[src/rtl/ucounter_pkg.sv]
// Shared types and constants for the counter timer sequencer.
package ucounter_pkg;

    localparam int DEF_CNT_W = 16;
    localparam int DEF_PS_W  = 8;

    localparam logic [15:0] CNT_MAX = 16'hFFFF;
    localparam logic [15:0] CNT_MIN = 16'h0000;

    typedef enum logic [1:0] {
        IDLE = 2'd0,
        LOAD = 2'd1,
        RUN  = 2'd2
    } state_t;

endpackage

[src/rtl/ucounter_ctrl_if.sv]
// Control/status bundle between the timer sequencer (master) and the chained counter (slave).
interface ucounter_ctrl_if
    import ucounter_pkg::*;
#(
    parameter int CNT_W = DEF_CNT_W
) ();

    logic             cnt_load_n;
    logic [CNT_W-1:0] cnt_preld_val;
    logic             cnt_updown_n;
    logic             cnt_wrapstop_n;
    logic             cnt_carry_in;
    logic             cnt_overflow;
    logic [CNT_W-1:0] cnt_value;

    modport master (
        output cnt_load_n,
        output cnt_preld_val,
        output cnt_updown_n,
        output cnt_wrapstop_n,
        output cnt_carry_in,
        input  cnt_overflow,
        input  cnt_value
    );

    modport slave (
        input  cnt_load_n,
        input  cnt_preld_val,
        input  cnt_updown_n,
        input  cnt_wrapstop_n,
        input  cnt_carry_in,
        output cnt_overflow,
        output cnt_value
    );

endinterface

[src/rtl/ucounter_prescaler.sv]
// Clock divider for the counter: emits one tick every (limit+1) enabled clocks.
module ucounter_prescaler #(
    parameter int PS_W = 8
) (
    input  logic            clk,
    input  logic            _areset,
    input  logic            clear,
    input  logic            enable,
    input  logic [PS_W-1:0] limit,
    output logic            tick
);

    logic [PS_W-1:0] count;

    assign tick = enable && (count == limit);

    always_ff @(posedge clk or negedge _areset) begin
        if (!_areset) begin
            count <= '0;
        end else if (clear) begin
            count <= '0;
        end else if (enable) begin
            count <= tick ? '0 : count + PS_W'(1);
        end
    end

endmodule

[src/rtl/ucounter_ctrl.sv]
// Timer sequencer: turns host start/stop and period/prescale into counter control and expiry events.
// Optional feature UCTRL_CAPTURE_EN adds the capture input and cap_value register.
module ucounter_ctrl
    import ucounter_pkg::*;
#(
    parameter int CNT_W = DEF_CNT_W,
    parameter int PS_W  = DEF_PS_W
) (
    input  logic             clk,
    input  logic             _areset,
    input  logic             start,
    input  logic             stop,
    input  logic             periodic,
    input  logic             dir_down,
    input  logic [CNT_W-1:0] period,
    input  logic [PS_W-1:0]  prescale,
    input  logic             irq_clr,
    ucounter_ctrl_if.master  cnt,
    output logic             busy,
    output logic             done,
    output logic             irq
`ifdef UCTRL_CAPTURE_EN
   ,input  logic             capture,
    output logic [CNT_W-1:0] cap_value
`endif
);

    state_t           state;
    state_t           state_nxt;
    logic [CNT_W-1:0] period_s;
    logic [PS_W-1:0]  prescale_s;
    logic             periodic_s;
    logic             dir_down_s;
    logic             expire;
    logic             reload;
    logic             ps_tick;

    always_ff @(posedge clk or negedge _areset) begin
        if (!_areset) begin
            state <= IDLE;
        end else begin
            state <= state_nxt;
        end
    end

    // Host settings only take effect through an accepted start.
    always_ff @(posedge clk or negedge _areset) begin
        if (!_areset) begin
            period_s   <= '0;
            prescale_s <= '0;
            periodic_s <= 1'b0;
            dir_down_s <= 1'b0;
        end else if (start && !stop) begin
            period_s   <= period;
            prescale_s <= prescale;
            periodic_s <= periodic;
            dir_down_s <= dir_down;
        end
    end

    always_comb begin
        state_nxt = state;
        expire    = 1'b0;
        reload    = 1'b0;
        if (stop) begin
            state_nxt = IDLE;
        end else begin
            case (state)
                IDLE: if (start) state_nxt = LOAD;
                LOAD: state_nxt = start ? LOAD : RUN;
                RUN: begin
                    expire = cnt.cnt_overflow;
                    reload = cnt.cnt_overflow && periodic_s;
                    if (start) begin
                        state_nxt = LOAD;
                    end else if (cnt.cnt_overflow && !periodic_s) begin
                        state_nxt = IDLE;
                    end
                end
                default: state_nxt = IDLE;
            endcase
        end
    end

    ucounter_prescaler #(
        .PS_W (PS_W)
    ) u_prescaler (
        .clk     (clk),
        ._areset (_areset),
        .clear   (state != RUN),
        .enable  ((state == RUN) && !stop),
        .limit   (prescale_s),
        .tick    (ps_tick)
    );

    // Outside a run the counter-side controls rest at neutral values.
    assign cnt.cnt_carry_in   = ps_tick;
    assign cnt.cnt_load_n     = !((state == LOAD) || reload);
    assign cnt.cnt_preld_val  = (state == IDLE) ? '0 : (dir_down_s ? period_s : ~period_s);
    assign cnt.cnt_updown_n   = !dir_down_s;
    assign cnt.cnt_wrapstop_n = periodic_s || (state == IDLE);
    assign busy               = (state == LOAD) || (state == RUN);

    always_ff @(posedge clk or negedge _areset) begin
        if (!_areset) begin
            done <= 1'b0;
            irq  <= 1'b0;
        end else begin
            done <= expire;
            if (expire) begin
                irq <= 1'b1;
            end else if (irq_clr) begin
                irq <= 1'b0;
            end
        end
    end

`ifdef UCTRL_CAPTURE_EN
    always_ff @(posedge clk or negedge _areset) begin
        if (!_areset) begin
            cap_value <= '0;
        end else if (expire || (capture && busy)) begin
            cap_value <= cnt.cnt_value;
        end
    end
`endif

endmodule

[src/flat_wrapper.sv]
// flat-port wrapper written by rule: the top's interface ports become plain ports
module ucounter_ctrl_flat import ucounter_pkg::*;
#(
    parameter int CNT_W = DEF_CNT_W,
    parameter int PS_W  = DEF_PS_W
)
  (clk, _areset, start, stop, periodic, dir_down, period, prescale, irq_clr, busy, done, irq, cnt_cnt_load_n, cnt_cnt_preld_val, cnt_cnt_updown_n, cnt_cnt_wrapstop_n, cnt_cnt_carry_in, cnt_cnt_overflow, cnt_cnt_value);
  ucounter_ctrl_if #(.CNT_W(CNT_W)) cnt_i ();
  input  logic clk;
  input  logic _areset;
  input  logic start;
  input  logic stop;
  input  logic periodic;
  input  logic dir_down;
  input  logic [CNT_W-1:0] period;
  input  logic [PS_W-1:0] prescale;
  input  logic irq_clr;
  output logic busy;
  output logic done;
  output logic irq;
  output wire logic [$bits(cnt_i.cnt_load_n)-1:0] cnt_cnt_load_n;
  output wire logic [$bits(cnt_i.cnt_preld_val)-1:0] cnt_cnt_preld_val;
  output wire logic [$bits(cnt_i.cnt_updown_n)-1:0] cnt_cnt_updown_n;
  output wire logic [$bits(cnt_i.cnt_wrapstop_n)-1:0] cnt_cnt_wrapstop_n;
  output wire logic [$bits(cnt_i.cnt_carry_in)-1:0] cnt_cnt_carry_in;
  input wire logic [$bits(cnt_i.cnt_overflow)-1:0] cnt_cnt_overflow;
  input wire logic [$bits(cnt_i.cnt_value)-1:0] cnt_cnt_value;
  assign cnt_cnt_load_n = cnt_i.cnt_load_n;
  assign cnt_cnt_preld_val = cnt_i.cnt_preld_val;
  assign cnt_cnt_updown_n = cnt_i.cnt_updown_n;
  assign cnt_cnt_wrapstop_n = cnt_i.cnt_wrapstop_n;
  assign cnt_cnt_carry_in = cnt_i.cnt_carry_in;
  assign cnt_i.cnt_overflow = cnt_cnt_overflow;
  assign cnt_i.cnt_value = cnt_cnt_value;
  ucounter_ctrl #(.CNT_W(CNT_W), .PS_W(PS_W)) u_core (.clk(clk), ._areset(_areset), .start(start), .stop(stop), .periodic(periodic), .dir_down(dir_down), .period(period), .prescale(prescale), .irq_clr(irq_clr), .cnt(cnt_i), .busy(busy), .done(done), .irq(irq));
endmodule
[config.mk]
export PLATFORM = sky130hd
export DESIGN_NAME = ucounter_ctrl_flat
export DESIGN_NICKNAME = d
export VERILOG_FILES = /design/src/rtl/ucounter_pkg.sv /design/src/rtl/ucounter_ctrl_if.sv /design/src/rtl/ucounter_prescaler.sv /design/src/rtl/ucounter_ctrl.sv /design/src/flat_wrapper.sv
export SDC_FILE = /design/constraint.sdc
export NUM_CORES = 1
export LEC_CHECK = 0
export CAP_MARGIN = 30
export CORE_ASPECT_RATIO = 0.75
export CORE_MARGIN = 2
export CORE_UTILIZATION = 40
export DETAILED_ROUTE_END_ITERATION = 7
export PLACE_DENSITY_LB_ADDON = 0.05
export SLEW_MARGIN = 20
export SYNTH_ARGS = -nofsm -noshare
export SYNTH_HDL_FRONTEND = slang
export SYNTH_SLANG_ARGS = --single-unit
[constraint.sdc]
create_clock -name clk -period 1.75 [get_ports clk]
set_input_delay 0.525 -clock clk [delete_from_list [all_inputs] [get_ports clk]]
set_output_delay 0.525 -clock clk [all_outputs]
set_load 0.02 [all_outputs]
==> results of run 1 <==
-- sequential cells by signal, summed over array words and instances (netlist names) --
name	flops
u_core.prescale_s	8
u_core.state	2
u_core.irq	1
u_core.u_prescaler.count	8
u_core.period_s	16
u_core.periodic_s	1
u_core.dir_down_s	1
u_core.done	1
-- worst register-to-register path, cell delays in order (launching register included) --
cell and delay [ns]:
dfrtp_2 0.44, inv_2 0.09, buf_4 0.11, ha_2 0.19
buf_4 0.11, or4b_1 0.45, mux2i_1 0.14
-- worst paths after layout --
kind,depth (start not counted),startpoint,to
max,6,u_core.state[0],cnt_cnt_preld_val[0]
min,1,_areset,u_core.periodic_s
max reg2reg,6,u_core.state[1],u_core.state[1]
min reg2reg,1,u_core.irq,u_core.irq
max in group asynchronous,2,_areset,u_core.prescale_s[3]
min in group clk,1,u_core.irq,u_core.irq
-- timing repair --
action | CTS | global route
pin swaps | 14 | 7
endpoints found under the setup margin | 23 | 21
gates resized for setup | 164 | 10
gates cloned | 1 | 0
buffers inserted | 3 | 0
-- layout make-up --
type / count / area [um^2] / share of cell area, %
timing repair buffer: 87 / 848 / 27.2
inverter: 5 / 18.8 / 0.603
multi-input combinational: 127 / 1140 / 36.6
tap: 60 / 75.1 / 2.41
clock buffer: 5 / 68.8 / 2.21
clock inverter: 2 / 10.0 / 0.321
sequential: 38 / 952 / 30.6
-- per-layer routing --
metal,track usage (%),share of wire [%],up-vias
li1,-,-,762
met1,25.6,47,783
met2,30.2,49,35
met3,4.46,4.2,2
met4,4.17,0.38,0
met5,0,0,-
-- metrics by stage --
stage	utilization, %	setup slack [ns]
3_5_place_dp	57.7	-0.793
5_1_grt	64.3	-0.289
3_3_place_gp	57.7	-0.766
4_1_cts	63.6	-0.202
6_report	64.3	-0.196
2_1_floorplan	-	-0.0508
-- layout by cell type (no fill, tap or decap), types with 8 or more instances in the layout --
master / synthesis / final
buf_4: 3 / 29
buf_6: 1 / 21
clkdlybuf4s50_1: 0 / 29
dfrtp_1: 38 / 37
mux2_2: 25 / 25
nand2_1: 13 / 13
nor2_4: 0 / 16
o21ai_0: 8 / 8
xnor2_1: 10 / 10
xor2_1: 17 / 17
-- power by group through the flow --
stage / registers (mW) / clock network, mW / logic (mW)
6_report: 1.04 / 0.571 / 0.861
5_1_grt: 1.05 / 0.629 / 0.922
4_1_cts: 1.04 / 0.596 / 0.828
3_5_place_dp: 1.06 / 0 / 0.677
3_3_place_gp: 1.05 / 0 / 0.664
2_1_floorplan: 1.04 / 0 / 0.373
-- logic make-up (layout without fill, tap and decap cells) --
| family | after synthesis | after routing | synth area share [%] |
|---|---|---|---|
| simple gates | 51 | 51 | 12.8 |
| fa+ha+maj | 5 | 5 | 3.15 |
| xor+xnor | 27 | 27 | 11.9 |
| buf+inv | 13 | 99 | 3.53 |
| flops | 38 | 38 | 47.9 |
| compound gates | 18 | 18 | 5.93 |
| mux | 26 | 26 | 14.7 |
==> flow_metrics.tcl, run 1 <==
set metrics [dict create \
    fmax_mhz 514 \
    post_dp_cell_area_um2 2800 \
    p_sw_share_pct 31.6 \
    synth_area_per_cell_um2 11.1 \
    synth.most_common_cell "dfrtp_1" \
    dp_cells 313 \
    port_buffers 54 \
    start_kind "register" \
    slew_violations 0 \
    internal_power_mw 1.69 \
    finalSetupViolCount 19 \
    max-slew-margin-rel_pct 75.9 \
    grt_pass1_wl_um 8050 \
    first_pass_iters 4 \
    ant_nets 0 \
    vias_per_cell 4.88 \
    crit_path_cell_trace "inv_2, buf_6, ha_4, buf_16, nor2_4, buf_6" \
    fin_crit_sh_pct 111 \
    vias 1582 \
    cts_sinks 38 \
    wl_per_cell_um 14.7 \
    worst-path-buf-inv 4 \
    fin_skew_ns 0.00617 \
    hpwl_um 3360 \
    core_area_um2 4840 \
    clkPwrFrac_pct 23.1 \
    syn_nets 231 \
    synth.area.top_cells "dfrtp_1 48%, mux2_2 14%, xor2_1 7.5%, xnor2_1 4.4%, nor2_1 3.2%" \
    drive_above_1_share_pct 45.5 \
    grt_max_degree 29 \
    end_kind "primary output" \
    cap_violations 0 \
    power_density_nw_per_um2 794 \
    gr-total-overflow 0 \
    cp_data_required_time_ns 1.22 \
    drt_iter0_drc 58 \
    p_total_mw 2.47 \
    cp_data_arrival_time_ns 1.42 \
    power.switching_mw 0.782 \
    setup_ws_ns -0.196 \
    area_growth_pct 57.0 \
    die_h_um 65.0 \
    combPwrFrac_pct 34.8 \
    power.leakage_nw 1.34 \
    synthCells 178 \
    synth_edf_count 0 \
    rsz0062_at_grt "true" \
    fillCellCount 390 \
    async_flop_share_pct 100 \
    synth_top_area_cell "dfrtp_1" \
    violations "negative setup slack" \
    grt_pass1_vias 1687 \
    ios 71 \
    antenna_cells 0 \
    root_buffer "clkbuf_8" \
    cp_max_fo 8 \
    cts.clk_slew.worst_paths_ns 0.08 \
    synthTopCellsByCount "38 x dfrtp_1, 25 x mux2_2, 17 x nor2_1, 17 x xor2_1, 13 x nand2_1" \
    antenna_found_initial 0 \
    initial_core_util_pct 40.9 \
    gr-usage-all-layers_pct 18.7 \
    setup.worst_path.class "register to primary output" \
    drt_wl_total_um 4750 \
    worstMarginPinSlew_ns 0.359 \
    min_path_type "input pin to async pin" \
    synth-seq-cells 38 \
    clockBufferDepth 2 \
    slowest_delay_ns 0.39 \
    fin_cells 324 \
    cts_hold_buf 0 \
    yosysSeqAreaShare_pct 47.9 \
    stdcell_area_um2 3110 \
    fin_hold_ws_ns 0.108 \
    yosysUniqueCellTypes 33 \
    die_w_um 85.3 \
    htreeDepth 2 \
    cts_tree "done" \
    ys.flop_type "dfrtp_1" \
    routabilityCongestion 0.805 \
    power_frac_seq_pct 42.1 \
    final_hold_viol_count 0 \
    period_minus_slack_ns 1.95 \
    synth_top_area_share_pct 47.9 \
    status "finished, violations left" \
    clk_latency_ns 0.28 \
    setup_tns_ns -3.45 \
    rows 22 \
    die_area_um2 5540 \
    drc 0 \
    critPathTopFamily "buffers and inverters" \
    synth_area_um2 1980 \
    yosys_warnings 0 \
    crit_path_top_delay_cell "dfrtp_1" \
    cpMostUsedCell "buf_6" \
    regToRegSetupSlack_ns 0.14 \
    vdd.ir_drop.worst_uv 547 \
    final_nets 317 \
    cts_made_buffers 5 \
]
Note: power is estimated with default switching activity, not from simulation.
==> run 2, diff against run 1 <==
Settings changed: SYNTH_HIERARCHICAL from default to 1.
==> run 2 against run 1 <==
  * The flow still finishes with violations (negative setup slack)
  * Power is 7.5% higher
  * Combinational power is 19% lower
  * Worst hold slack better by 0.17 ns
  * Global-route usage is 2.3 points lower
  * Critical endpoint is now cnt_cnt_carry_in
  * Sequential share of layout area is 0.20 points higher
  * Clock power is 62% higher
  * Worst setup slack worse by 0.048 ns
  * Highest routed layer unchanged
  * Routed wire length is 9.1% lower
  * Final cell count is 1.2% lower
  * Non-clock buffer count is 2 higher
  * Synthesized cell count is 3.4% lower
==> flow_metrics.tcl, run 2 <==
set metrics [dict create \
    cts_sinks 38 \
    ios 71 \
    cp_max_fo 3 \
    combPwrFrac_pct 26.1 \
    fin_crit_sh_pct 114 \
    crit_path_cell_trace "inv_2, ha_4, nor2b_4, inv_4, nor3_4, buf_6" \
    rsz0062_at_grt "true" \
    hpwl_um 3040 \
    routabilityCongestion 0.756 \
    clkPwrFrac_pct 34.9 \
    finalSetupViolCount 19 \
    layout_commonest_cell "buf_4" \
    pre_cts_slack_ns -0.813 \
    synth_top_area_cell "dfrtp_1" \
    power.leakage_nw 1.42 \
    worstMarginPinSlew_ns 0.506 \
    slew_violations 0 \
    first_pass_iters 4 \
    largest_register "u_core/period_s" \
    yosysSeqAreaShare_pct 46.3 \
    synth-seq-cells 38 \
    cp_data_required_time_ns 1.22 \
    internal_power_mw 1.98 \
    cp_data_arrival_time_ns 1.47 \
    slowest_delay_ns 0.39 \
    p_total_mw 2.66 \
    synthTopCellsByCount "38 x dfrtp_1, 20 x nor2_1, 20 x xor2_1, 17 x mux2_4, 10 x xnor2_1" \
    cts_tree "done" \
    violations "negative setup slack" \
    cap_violations 0 \
    antenna_cells 0 \
    fin_cells 320 \
    drc 0 \
    antenna_found_initial 0 \
    cts_made_buffers 5 \
    cts.clk_slew.worst_paths_ns 0.08 \
    fin_skew_ns 0.00416 \
    drt_iter0_drc 19 \
    synth_fa_ha_area_share_pct 3.05 \
    die_area_um2 5730 \
    fmax_mhz 502 \
    syn_nets 225 \
    power_frac_seq_pct 39.0 \
    grt_pass1_vias 1516 \
    yosys.area_share.xor_xnor_pct 12.8 \
    synth.most_common_cell "dfrtp_1" \
    largest_reg_flops 16 \
    gr-usage-all-layers_pct 16.4 \
    power_density_nw_per_um2 859 \
    die_w_um 86.7 \
    clk_latency_ns 0.29 \
    synth_edf_count 0 \
    rows 22 \
    synth_area_um2 2050 \
    grt_max_degree 39 \
    max-slew-margin-rel_pct 66.3 \
    drive_above_1_share_pct 45.4 \
    power.switching_mw 0.683 \
    min_path_type "input pin to async pin" \
    wl_per_cell_um 13.5 \
    initial_core_util_pct 41.7 \
    core_area_um2 4930 \
    area_growth_pct 50.7 \
    synth_area_per_cell_um2 11.9 \
    status "finished, violations left" \
    synth.area.top_cells "dfrtp_1 46%, mux2_4 12%, xor2_1 8.5%, mux2_2 4.4%, xnor2_1 4.3%" \
    htreeDepth 2 \
    gr-total-overflow 0 \
    synth_compound_area_share_pct 2.99 \
    end_kind "primary output" \
    root_buffer "clkbuf_8" \
    yosysUniqueCellTypes 34 \
    clockBufferDepth 2 \
    die_h_um 66.0 \
    setup_ws_ns -0.244 \
    synth_mux_area_share_pct 17.3 \
    async_flop_share_pct 100 \
    start_kind "register" \
    vias_per_cell 4.67 \
    vias 1493 \
    synthSimpleGateAreaFrac_pct 12.7 \
    period_minus_slack_ns 1.99 \
    ant_nets 0 \
    final_hold_viol_count 0 \
    yosys_warnings 6 \
    ys.flop_type "dfrtp_1" \
    grt_pass1_wl_um 7140 \
    final_nets 312 \
    largestRegisters "u_core/period_s (16), u_core/prescale_s (8), u_core/u_prescaler/count (8)" \
    dp_cells 306 \
    drt_wl_total_um 4320 \
    synth_top_area_share_pct 46.3 \
    crit_path_top_delay_cell "dfrtp_1" \
    synth_top_family_by_area "multiplexers" \
    port_buffers 54 \
    synthCells 172 \
    vdd.ir_drop.worst_uv 370 \
    final_cell_mix "46 x buf_4, 37 x dfrtp_1, 29 x clkdlybuf4s50_1, 20 x xor2_1, 17 x mux2_4" \
    p_sw_share_pct 25.7 \
    setup.worst_path.class "register to primary output" \
]
[run 2: power groups by stage]
stage / clock network, mW / logic [mW] / registers, mW
after floorplan: 0 / 0.410 / 1.04
after global placement: 0 / 0.689 / 1.05
after detailed placement: 0 / 0.695 / 1.05
after CTS: 0.966 / 0.691 / 1.04
after global routing: 0.996 / 0.747 / 1.05
final: 0.927 / 0.694 / 1.04
[run 2: final cells by class]
class | instances | area [um^2]
inverter | 7 | 28.8
sequential | 38 | 952
clock inverter | 2 | 60.1
fill | 421 | 1830
multi-input combinational | 118 | 1090
tap | 60 | 75.1
clock buffer | 6 | 82.6
timing repair buffer | 89 | 808
[run 2: what timing repair did]
action                                 CTS  global route
hold buffers                             0             0
pin swaps                                6             4
setup endpoints to repair               23            23
setup buffers                            4             3
endpoints found under the hold margin    0             0
gates resized for setup                115             4
[run 2: cells by family (layout without fill, tap and decap cells)]
kind of cell	count (synthesis)	after routing
flip-flops	38	38
AND/OR/NAND/NOR	49	49
multiplexers	26	26
AO/OA/AOI/OAI	8	8
buffers and inverters	16	104
XOR/XNOR	30	30
adder cells (fa/ha/maj)	5	5
[run 2: per-layer routing]
| metal | track usage [%] | share of wire (%) | vias to the layer above |
|---|---|---|---|
| met5 | 0 | 0 | - |
| met4 | 5.27 | 0.39 | 0 |
| met3 | 4.49 | 4.5 | 2 |
| met2 | 25.9 | 48 | 27 |
| met1 | 21.8 | 47 | 710 |
| li1 | - | - | 754 |
[run 2: final timing paths]
check	start	to	slack (ns)	cells past startpoint
worst min register to register	u_core/irq	u_core/irq	0.49	1
worst max register to register	u_core/state[0]	u_core/u_prescaler/count[3]	0.10	8
worst max-delay path	u_core/state[0]	cnt_cnt_carry_in	-0.24	6
worst min-delay path	_areset	u_core/period_s[10]	0.28	2
min in group clk	u_core/irq	u_core/irq	0.49	1
max in group asynchronous	_areset	u_core/state[1]	1.09	2
[run 2: critical path, delay by kind of cell (launching register included)]
family / cells / cell delay, ns
adders and majority gates: 1 / 0.13
and+or+nand+nor: 2 / 0.38
DFF: 1 / 0.39
buffers and inverters: 3 / 0.28
[run 2: stage by stage]
step                hold WS (ns)  setup TNS (ns)  utilization (%)  area, um^2
finish                     0.281           -3.06             62.8        3090
global route               0.312           -4.70             62.8        3090
CTS                        0.289           -3.67             62.2        3070
detailed placement         0.489          -12.81             59.0        2910
global placement           0.465          -12.10             59.0        2910
floorplan                  0.229          -0.101                -        2100
